**src/rtl/icache_loader.sv**
```systemverilog
// icache_loader: parses a framed byte stream into 16-bit icache writes; ICACHE_LOADER_CHECKSUM_EN adds a trailing XOR checksum byte.
module icache_loader #(
  parameter int unsigned DEPTH      = 1000,
  parameter logic [7:0]  SYNC_BYTE  = 8'hA5,
  parameter int unsigned BASE_INDEX = 0
) (
  input  logic        clk,
  input  logic        rst,
  input  logic [7:0]  byte_data,
  input  logic        byte_valid,
  output logic        byte_ready,
  output logic        download_program,
  output logic [31:0] instruction_index,
  output logic [15:0] instruction,
  output logic        cpu_hold,
  output logic        done,
  output logic        error
);
  typedef enum logic [3:0] {
    IDLE, LEN_HI, LEN_LO, DATA_HI, DATA_LO, WRITE, DONE, ERROR
`ifdef ICACHE_LOADER_CHECKSUM_EN
    , CHECK
`endif
  } state_t;
  // state entered once the last instruction (or an empty image) has been consumed
  localparam state_t TAIL =
`ifdef ICACHE_LOADER_CHECKSUM_EN
    CHECK;
`else
    DONE;
`endif
  state_t      state_q, state_d;
  logic [15:0] len_q, len_d, cnt_q, cnt_d, instr_q, instr_d, len_w;
  logic [7:0]  hi_q, hi_d;
  logic [31:0] idx_q, idx_d;
  logic        take, sync;
  assign byte_ready        = (state_q != WRITE) && (state_q != DONE);
  assign take              = byte_valid && byte_ready;
  assign sync              = take && (byte_data == SYNC_BYTE);
  assign len_w             = {len_q[15:8], byte_data};
  assign download_program  = state_q == WRITE;
  assign instruction_index = idx_q;
  assign instruction       = instr_q;
  assign cpu_hold          = (state_q != IDLE) && (state_q != DONE);
  assign done              = state_q == DONE;
  assign error             = state_q == ERROR;
`ifdef ICACHE_LOADER_CHECKSUM_EN
  logic [7:0] sum_q, sum_d;
  assign sum_d = sync && (state_q == IDLE || state_q == ERROR) ? 8'h00 :
                 take && (state_q inside {LEN_HI, LEN_LO, DATA_HI, DATA_LO}) ? sum_q ^ byte_data : sum_q;
  always_ff @(posedge clk) sum_q <= rst ? 8'h00 : sum_d;
`endif
  always_comb begin
    state_d = state_q;
    len_d   = len_q;
    cnt_d   = cnt_q;
    hi_d    = hi_q;
    idx_d   = idx_q;
    instr_d = instr_q;
    case (state_q)
      IDLE, ERROR: state_d = sync ? LEN_HI : state_q;
      LEN_HI: if (take) begin
        len_d[15:8] = byte_data;
        state_d     = LEN_LO;
      end
      LEN_LO: if (take) begin
        len_d   = len_w;
        cnt_d   = 16'd0;
        state_d = 32'(len_w) > DEPTH ? ERROR : len_w == 16'd0 ? TAIL : DATA_HI;
      end
      DATA_HI: if (take) begin
        hi_d    = byte_data;
        state_d = DATA_LO;
      end
      DATA_LO: if (take) begin
        instr_d = {hi_q, byte_data};
        idx_d   = BASE_INDEX + 32'(cnt_q);
        state_d = WRITE;
      end
      WRITE: begin
        cnt_d   = cnt_q + 16'd1;
        state_d = (cnt_q + 16'd1 == len_q) ? TAIL : DATA_HI;
      end
`ifdef ICACHE_LOADER_CHECKSUM_EN
      CHECK: if (take) state_d = (sum_q ^ byte_data) == 8'h00 ? DONE : ERROR;
`endif
      default: state_d = IDLE;
    endcase
  end
  always_ff @(posedge clk) begin
    if (rst) begin
      state_q <= IDLE;
      len_q   <= '0;
      cnt_q   <= '0;
      hi_q    <= '0;
      idx_q   <= '0;
      instr_q <= '0;
    end else begin
      state_q <= state_d;
      len_q   <= len_d;
      cnt_q   <= cnt_d;
      hi_q    <= hi_d;
      idx_q   <= idx_d;
      instr_q <= instr_d;
    end
  end
endmodule
```
**config.mk**
```make
export PLATFORM = sky130hd
export DESIGN_NAME = icache_loader
export DESIGN_NICKNAME = d
export VERILOG_FILES = /design/src/rtl/icache_loader.sv
export SDC_FILE = /design/constraint.sdc
export NUM_CORES = 1
export LEC_CHECK = 0
export CAP_MARGIN = 20
export CORE_UTILIZATION = 48
export DETAILED_ROUTE_END_ITERATION = 8
export HOLD_SLACK_MARGIN = 0.1
export PLACE_DENSITY = 0.83
export SLEW_MARGIN = 20
export SYNTH_ARGS = -nofsm -noshare
export SYNTH_HDL_FRONTEND = slang
export SYNTH_SLANG_ARGS = --single-unit
```
**constraint.sdc**
```tcl
create_clock -name clk -period 2.35 [get_ports clk]
set_input_delay 0.47 -clock clk [delete_from_list [all_inputs] [get_ports clk]]
set_output_delay 0.47 -clock clk [all_outputs]
set_load 0.01 [all_outputs]
```
==> out/qor.json, run 1 <==
{
  "cts_bufs_inserted": 9,
  "detail_route.wl_per_cell_um": 15.0,
  "clock_tree_from_tritoncts": "done",
  "clk_pin_slew_ns": 0.08,
  "path_cells": "buf_4 -> nand4_4 -> o22ai_1 -> nand3_1 -> or4_4 -> or4_4 -> o2bb2ai_2",
  "finalCriticalPeriod_ns": 2.36,
  "p_leak_nw": 1.79,
  "nNetsFinal": 590,
  "dp.final_hpwl_um": 7050,
  "grt_overflow_total": 0,
  "asyncSetResetFlopFracSynth_pct": 0,
  "number_of_standard_cells_after_synthesis": 505,
  "tritoncts_num_sinks": 75,
  "remaining_drc_errors": 0,
  "netlist.area_leader.share_pct": 39.8,
  "failing_checks": "setup timing",
  "vias_per_cell": 5.65,
  "synth_area_leader_cell": "sky130_fd_sc_hd__dfxtp_1",
  "timing.slew.headroom_pct": 57.8,
  "crit_path_top_delay_cell": "sky130_fd_sc_hd__or4_4",
  "rsz0062_at_grt": "yes",
  "io_buffer_count": 47,
  "hold_path_depth": 2,
  "report.final.slew_viol_count": 0,
  "timing.critical_path.max_delay_family": "simple AND/OR/NAND/NOR gates",
  "final_cell_count_no_fill": 682,
  "ys_warn_count": 0,
  "number_of_global_route_vias_before_repair": 3461,
  "crit_path_max_incr_delay_ns": 0.54,
  "crit_path_end_kind": "register",
  "routabilityCongestion": 0.970,
  "pre_cts_ws_ns": -0.120,
  "max_ir_drop_vdd_mv": 0.348,
  "groute.usage.overall_pct": 25.1,
  "postLayoutCellArea_um2": 4860,
  "placed_area_um2": 4520,
  "die-area_um2": 8230,
  "power-per-cell-area_nw_per_um2": 491,
  "cts.root.buffer_cell": "sky130_fd_sc_hd__clkbuf_8",
  "synth-main-ff-cell": "sky130_fd_sc_hd__dfxtp_1",
  "finalPower_mw": 2.39,
  "outcome": "finished, violations left",
  "synth.area.top_cells": "sky130_fd_sc_hd__dfxtp_1, sky130_fd_sc_hd__nand2_1, sky130_fd_sc_hd__a21oi_1",
  "core_um2": 7410,
  "antenna_left": 0,
  "longest_clk_path_bufs": 2,
  "timing.max_cap.violations": 0,
  "cp_num_buf_inv": 1,
  "antenna_cells": 0,
  "number_of_flops_mapped_to_enable_cells_by_yosys": 0,
  "fmaxAchievable_ghz": 0.423,
  "synth_cell_type_count": 54,
  "worstSetupPathDepth": 7,
  "fin_util_pct": 65.6,
  "critical_path.startpoint_type": "register",
  "synth.yosys.seq_area_share_pct": 39.8,
  "final_layout_size_suffix_gt1_share_pct": 16.5,
  "detailedRoute.firstPassIterationCount": 5,
  "ctsHtreeMaxLevel": 3,
  "cpMostUsedCell": "sky130_fd_sc_hd__or4_4",
  "worst-setup-path-type": "register to register",
  "tightestPinTransition_ns": 0.631,
  "synth.cells.most_frequent": "sky130_fd_sc_hd__nand2_1, sky130_fd_sc_hd__a21oi_1, sky130_fd_sc_hd__dfxtp_1",
  "die-width_um": 90.7,
  "placement_rows": 31,
  "worstPathArrival_ns": 2.63,
  "synthMostInstantiatedCell": "sky130_fd_sc_hd__nand2_1",
  "routed_wirelength_um": 10200,
  "hold_viol": 0,
  "grt_antenna_before_repair": 0,
  "grt_max_degree": 39,
  "start_util_pct": 51.0,
  "place_inst": 659,
  "routed-via-count": 3851,
  "cp_data_required_time_ns": 2.62,
  "timing.reg2reg.worst_path_depth": 7,
  "fin_crit_sh_pct": 101,
  "syn_avg_cell_area_um2": 7.48,
  "yosys_register_bits": 75,
  "fin_skew_ns": 0.0109,
  "floorplan.die.height_um": 90.7,
  "synth_area_um2": 3780,
  "global_route_wire_length_before_repair_um": 16500,
  "min-delay-path-class": "register to register",
  "postLayoutSetupSlackWorst_ns": -0.0128,
  "critical_path.max_fanout": 6,
  "setup-violations-final": 1,
  "worst_skew_pair.late_latency_ns": 0.37,
  "area_growth_syn_to_layout_pct": 28.7,
  "drt_first_iter_violations": 276,
  "io-pin-count": 64
}
[cells in the final DEF, fill, tap and decap left out, types with 2 or more instances in the layout]
cell	instances
sky130_fd_sc_hd__clkinvlp_4	2
sky130_fd_sc_hd__clkdlybuf4s50_1	46
sky130_fd_sc_hd__conb_1	16
sky130_fd_sc_hd__inv_1	5
sky130_fd_sc_hd__a22oi_1	3
sky130_fd_sc_hd__a21oi_1	77
sky130_fd_sc_hd__dfxtp_2	3
sky130_fd_sc_hd__a31oi_1	2
sky130_fd_sc_hd__nand4_4	2
sky130_fd_sc_hd__nand3_1	13
sky130_fd_sc_hd__nand4_1	5
sky130_fd_sc_hd__o41ai_1	2
sky130_fd_sc_hd__and3_1	5
sky130_fd_sc_hd__nor3_1	6
sky130_fd_sc_hd__or4_1	3
sky130_fd_sc_hd__nor4_4	3
sky130_fd_sc_hd__inv_6	2
sky130_fd_sc_hd__nor2b_1	4
sky130_fd_sc_hd__clkbuf_8	9
sky130_fd_sc_hd__a211oi_1	4
sky130_fd_sc_hd__nor4_1	6
sky130_fd_sc_hd__nand2_1	125
sky130_fd_sc_hd__nor2_1	26
sky130_fd_sc_hd__buf_4	53
sky130_fd_sc_hd__xor2_1	5
sky130_fd_sc_hd__o21ai_0	16
sky130_fd_sc_hd__dfxtp_1	71
sky130_fd_sc_hd__and2_1	5
sky130_fd_sc_hd__buf_6	2
sky130_fd_sc_hd__or3_1	5
sky130_fd_sc_hd__o2111ai_1	2
sky130_fd_sc_hd__o31ai_1	2
sky130_fd_sc_hd__xnor2_1	13
sky130_fd_sc_hd__nor3_2	3
sky130_fd_sc_hd__nand3b_1	4
sky130_fd_sc_hd__or4_4	3
sky130_fd_sc_hd__a21o_1	2
[stage by stage]
step | TNS (ns) | hold slack [ns]
5_1_grt | -0.0388 | 0.464
3_3_place_gp | -0.104 | 0.440
2_1_floorplan | 0 | 0.432
3_5_place_dp | -0.231 | 0.446
4_1_cts | 0 | 0.431
6_report | -0.0128 | 0.455
[cell families after synthesis]
logic type / Yosys count / share of synthesized area [%]
buffers and inverters: 61 / 7.92
adders and majority gates: 1 / 0.331
other: 1 / 0.0993
and+or+nand+nor: 226 / 29.1
DFF: 75 / 39.8
xor gates and xnor gates: 18 / 4.17
muxes: 1 / 0.265
AOI/OAI and AO/OA: 122 / 18.4
[worst reg2reg max path: stages, from the launching register on]
cell	delay (ns)
sky130_fd_sc_hd__dfxtp_2	0.36
sky130_fd_sc_hd__buf_4	0.15
sky130_fd_sc_hd__nand4_4	0.16
sky130_fd_sc_hd__o22ai_1	0.27
sky130_fd_sc_hd__nand3_1	0.13
sky130_fd_sc_hd__or4_4	0.54
sky130_fd_sc_hd__or4_4	0.52
sky130_fd_sc_hd__o2bb2ai_2	0.14
[what timing repair did]
| item | in CTS | in global routing |
|---|---|---|
| hold buffers | 0 | 0 |
| pin swaps | 1 | 6 |
| buffers inserted | 1 | 6 |
| endpoints found under the setup margin | 2 | 3 |
| gates resized for setup | 6 | 15 |
[flip-flops by register name, summed over array words and instances (netlist names)]
| name | flops |
|---|---|
| cnt_q | 16 |
| instruction | 16 |
| instruction_index | 16 |
| len_q | 16 |
| hi_q | 8 |
| state_q | 3 |
[per-layer routing]
layer	track usage, %	share of wire (%)	up-vias
met2	41.3	49	166
met4	10.9	2.9	0
met3	6.14	7.3	38
met1	30.9	41	1798
met5	0	0	-
li1	-	-	1849
[layout make-up]
type | count | area, µm²
Tap cell | 99 | 124
Sequential cell | 75 | 1510
Clock inverter | 7 | 76.3
Fill cell | 624 | 2550
Multi-Input combinational cell | 384 | 2120
Clock buffer | 9 | 124
Timing Repair Buffer | 102 | 886
Inverter | 6 | 22.5
[power by group]
part	total (mW)	internal (mW)	switching, mW
clock	1.03	0.497	0.536
combinational	0.0848	0.0287	0.0560
sequential	1.27	1.27	0.000129
total	2.39	1.79	0.592
[path summary, 6_finish.rpt]
check	from	to	slack, ns
worst max-delay path	cnt_q[1]	state_q[0]	-0.01
worst min register to register	instruction_index[7]	instruction_index[7]	0.46
worst min-delay path	instruction_index[7]	instruction_index[7]	0.46
worst max register to register	cnt_q[1]	state_q[0]	-0.01
(Power assumes the default switching activity.)
==> inputs of run 2 (changes only) <==
--- a/config.mk
+++ b/config.mk
@@ -6,6 +6,7 @@
 export NUM_CORES = 1
 export LEC_CHECK = 0
 export CAP_MARGIN = 20
+export CORE_ASPECT_RATIO = 2
 export CORE_UTILIZATION = 48
 export DETAILED_ROUTE_END_ITERATION = 8
 export HOLD_SLACK_MARGIN = 0.1
==> out/qor.json, run 2 (same netlist as run 1, synthesis figures left out) <==
{
  "outcome": "complete, no violations",
  "max_ir_drop_vdd_mv": 0.552,
  "report.final.slew_viol_count": 0,
  "p_leak_nw": 1.87,
  "grt_max_degree": 27,
  "dp.final_hpwl_um": 7670,
  "nNetsFinal": 591,
  "area_growth_syn_to_layout_pct": 31.9,
  "worst-setup-path-type": "register to register",
  "groute.usage.overall_pct": 27.4,
  "power-per-cell-area_nw_per_um2": 545,
  "remaining_drc_errors": 0,
  "crit_path_top_delay_cell": "sky130_fd_sc_hd__or4_1",
  "layout_commonest_cell": "sky130_fd_sc_hd__nand2_1",
  "fin_skew_ns": 0.00555,
  "vias_per_cell": 5.74,
  "core_um2": 7600,
  "crit_path_max_incr_delay_ns": 0.52,
  "clock_tree_from_tritoncts": "done",
  "timing.slew.headroom_pct": 58.3,
  "die-width_um": 64.7,
  "detail_route.wl_per_cell_um": 15.8,
  "crit_path_end_kind": "register",
  "detailedRoute.firstPassIterationCount": 6,
  "timing.max_cap.violations": 0,
  "grt_overflow_total": 0,
  "worst_skew_pair.late_latency_ns": 0.34,
  "number_of_global_route_vias_before_repair": 3829,
  "path_cells": "buf_4 -> and4_2 -> buf_4 -> nand4_1 -> nand3_1 -> or4_1 -> or4_4 -> o2bb2ai_1",
  "placement_rows": 45,
  "tritoncts_num_sinks": 75,
  "routed-via-count": 3889,
  "antenna_cells": 0,
  "cp_data_required_time_ns": 2.59,
  "io-pin-count": 64,
  "antenna_left": 0,
  "most-common-layout-cells": "sky130_fd_sc_hd__nand2_1, sky130_fd_sc_hd__a21oi_1, sky130_fd_sc_hd__dfxtp_1",
  "ctsHtreeMaxLevel": 3,
  "timing.setup.tns_ns": 0,
  "placed_area_um2": 4560,
  "critical_path.max_fanout": 6,
  "routed_wirelength_um": 10700,
  "routabilityCongestion": 0.924,
  "timing.critical_path.max_delay_family": "simple AND/OR/NAND/NOR gates",
  "tightestPinTransition_ns": 0.624,
  "worstPathArrival_ns": 2.58,
  "fin_crit_sh_pct": 99.9,
  "cts_bufs_inserted": 9,
  "clk_pin_slew_ns": 0.06,
  "grt_antenna_before_repair": 0,
  "fmaxAchievable_ghz": 0.426,
  "die-area_um2": 8250,
  "postLayoutCellArea_um2": 4980,
  "rsz0062_at_grt": "yes",
  "finalCriticalPeriod_ns": 2.35,
  "hold_viol": 0,
  "start_util_pct": 49.7,
  "startpoint": "cnt_q[2]",
  "final_layout_size_suffix_gt1_share_pct": 16.6,
  "longest_clk_path_bufs": 2,
  "postLayoutSetupSlackWorst_ns": 0.00315,
  "pre_cts_ws_ns": -0.0743,
  "cpMostUsedCell": "sky130_fd_sc_hd__buf_4",
  "io_buffer_count": 47,
  "global_route_wire_length_before_repair_um": 17600,
  "finalPower_mw": 2.71,
  "drt_first_iter_violations": 195,
  "floorplan.die.height_um": 127,
  "worst_hold_startpoint": "instruction_index[8]",
  "cts.root.buffer_cell": "sky130_fd_sc_hd__clkbuf_16",
  "min-delay-path-class": "register to register",
  "cp_num_buf_inv": 2,
  "worstReg2RegStart": "cnt_q[2]",
  "setup-violations-final": 0,
  "critical_path.startpoint_type": "register"
}
==> run 2: changes by cell type in the layout (fill, tap and decap cells not counted), moves of 2 or more <==
cell,change
sky130_fd_sc_hd__nor3_2,-2
sky130_fd_sc_hd__clkinvlp_4,-2
sky130_fd_sc_hd__dfxtp_2,+2
sky130_fd_sc_hd__inv_6,-2
sky130_fd_sc_hd__clkinv_4,+2
sky130_fd_sc_hd__clkbuf_16,+9
sky130_fd_sc_hd__dfxtp_1,-2
sky130_fd_sc_hd__buf_12,+2
sky130_fd_sc_hd__clkbuf_8,-9
sky130_fd_sc_hd__nor3_1,+2
==> run 2: path summary, 6_finish.rpt <==
path / endpoint / slack (ns) / depth (start not counted)
max: state_q[0] / 0.003 / 8
min: instruction_index[8] / 0.45 / 2
max reg2reg: state_q[0] / 0.003 / 8
min reg2reg: instruction_index[8] / 0.45 / 2
==> run 2: metal layers <==
metal	wire length (µm)	vias to the layer above	share of wire (%)	GRT usage, %
li1	-	1850	-	-
met1	3730	1826	35	26.5
met2	5940	166	55	51.0
met3	509	47	4.7	5.80
met4	539	0	5.0	16.2
met5	0	-	0	0
==> run 2: repair_timing <==
item | in CTS | in global routing
hold endpoints to repair | 0 | 0
hold buffers | 0 | 0
setup buffers | 2 | 1
resized for setup | 7 | 14
endpoints found under the setup margin | 1 | 3
pin swaps | 4 | 6
==> run 2: worst min-delay path, delay by kind of cell (launching register included) <==
kind,cells,cell delay [ns]
AOI/OAI and AO/OA,1,0.05
DFF,1,0.30
and+or+nand+nor,1,0.05
==> run 2: where the power goes <==
group,internal (mW),switching (mW),total [mW]
Combinational,0.0295,0.0586,0.0881
Sequential,1.27,0.000112,1.27
Clock,0.823,0.534,1.36
Total,2.12,0.592,2.71
==> run 2: final cells by class <==
cell class | count | area, µm²
fill | 629 | 2620
multi-input combinational | 384 | 2110
sequential | 75 | 1510
timing repair buffer | 103 | 918
clock buffer | 10 | 229
tap | 94 | 118
clock inverter | 6 | 66.3
inverter | 6 | 22.5
==> run 2: metrics by stage <==
stage | utilization [%] | instances | hold WS [ns]
after global placement | 60.0 | 659 | 0.441
after global routing | 65.5 | 678 | 0.477
after CTS | 64.7 | 677 | 0.456
after floorplan | - | 520 | 0.432
after detailed placement | 60.0 | 659 | 0.446
final | 65.5 | 678 | 0.454
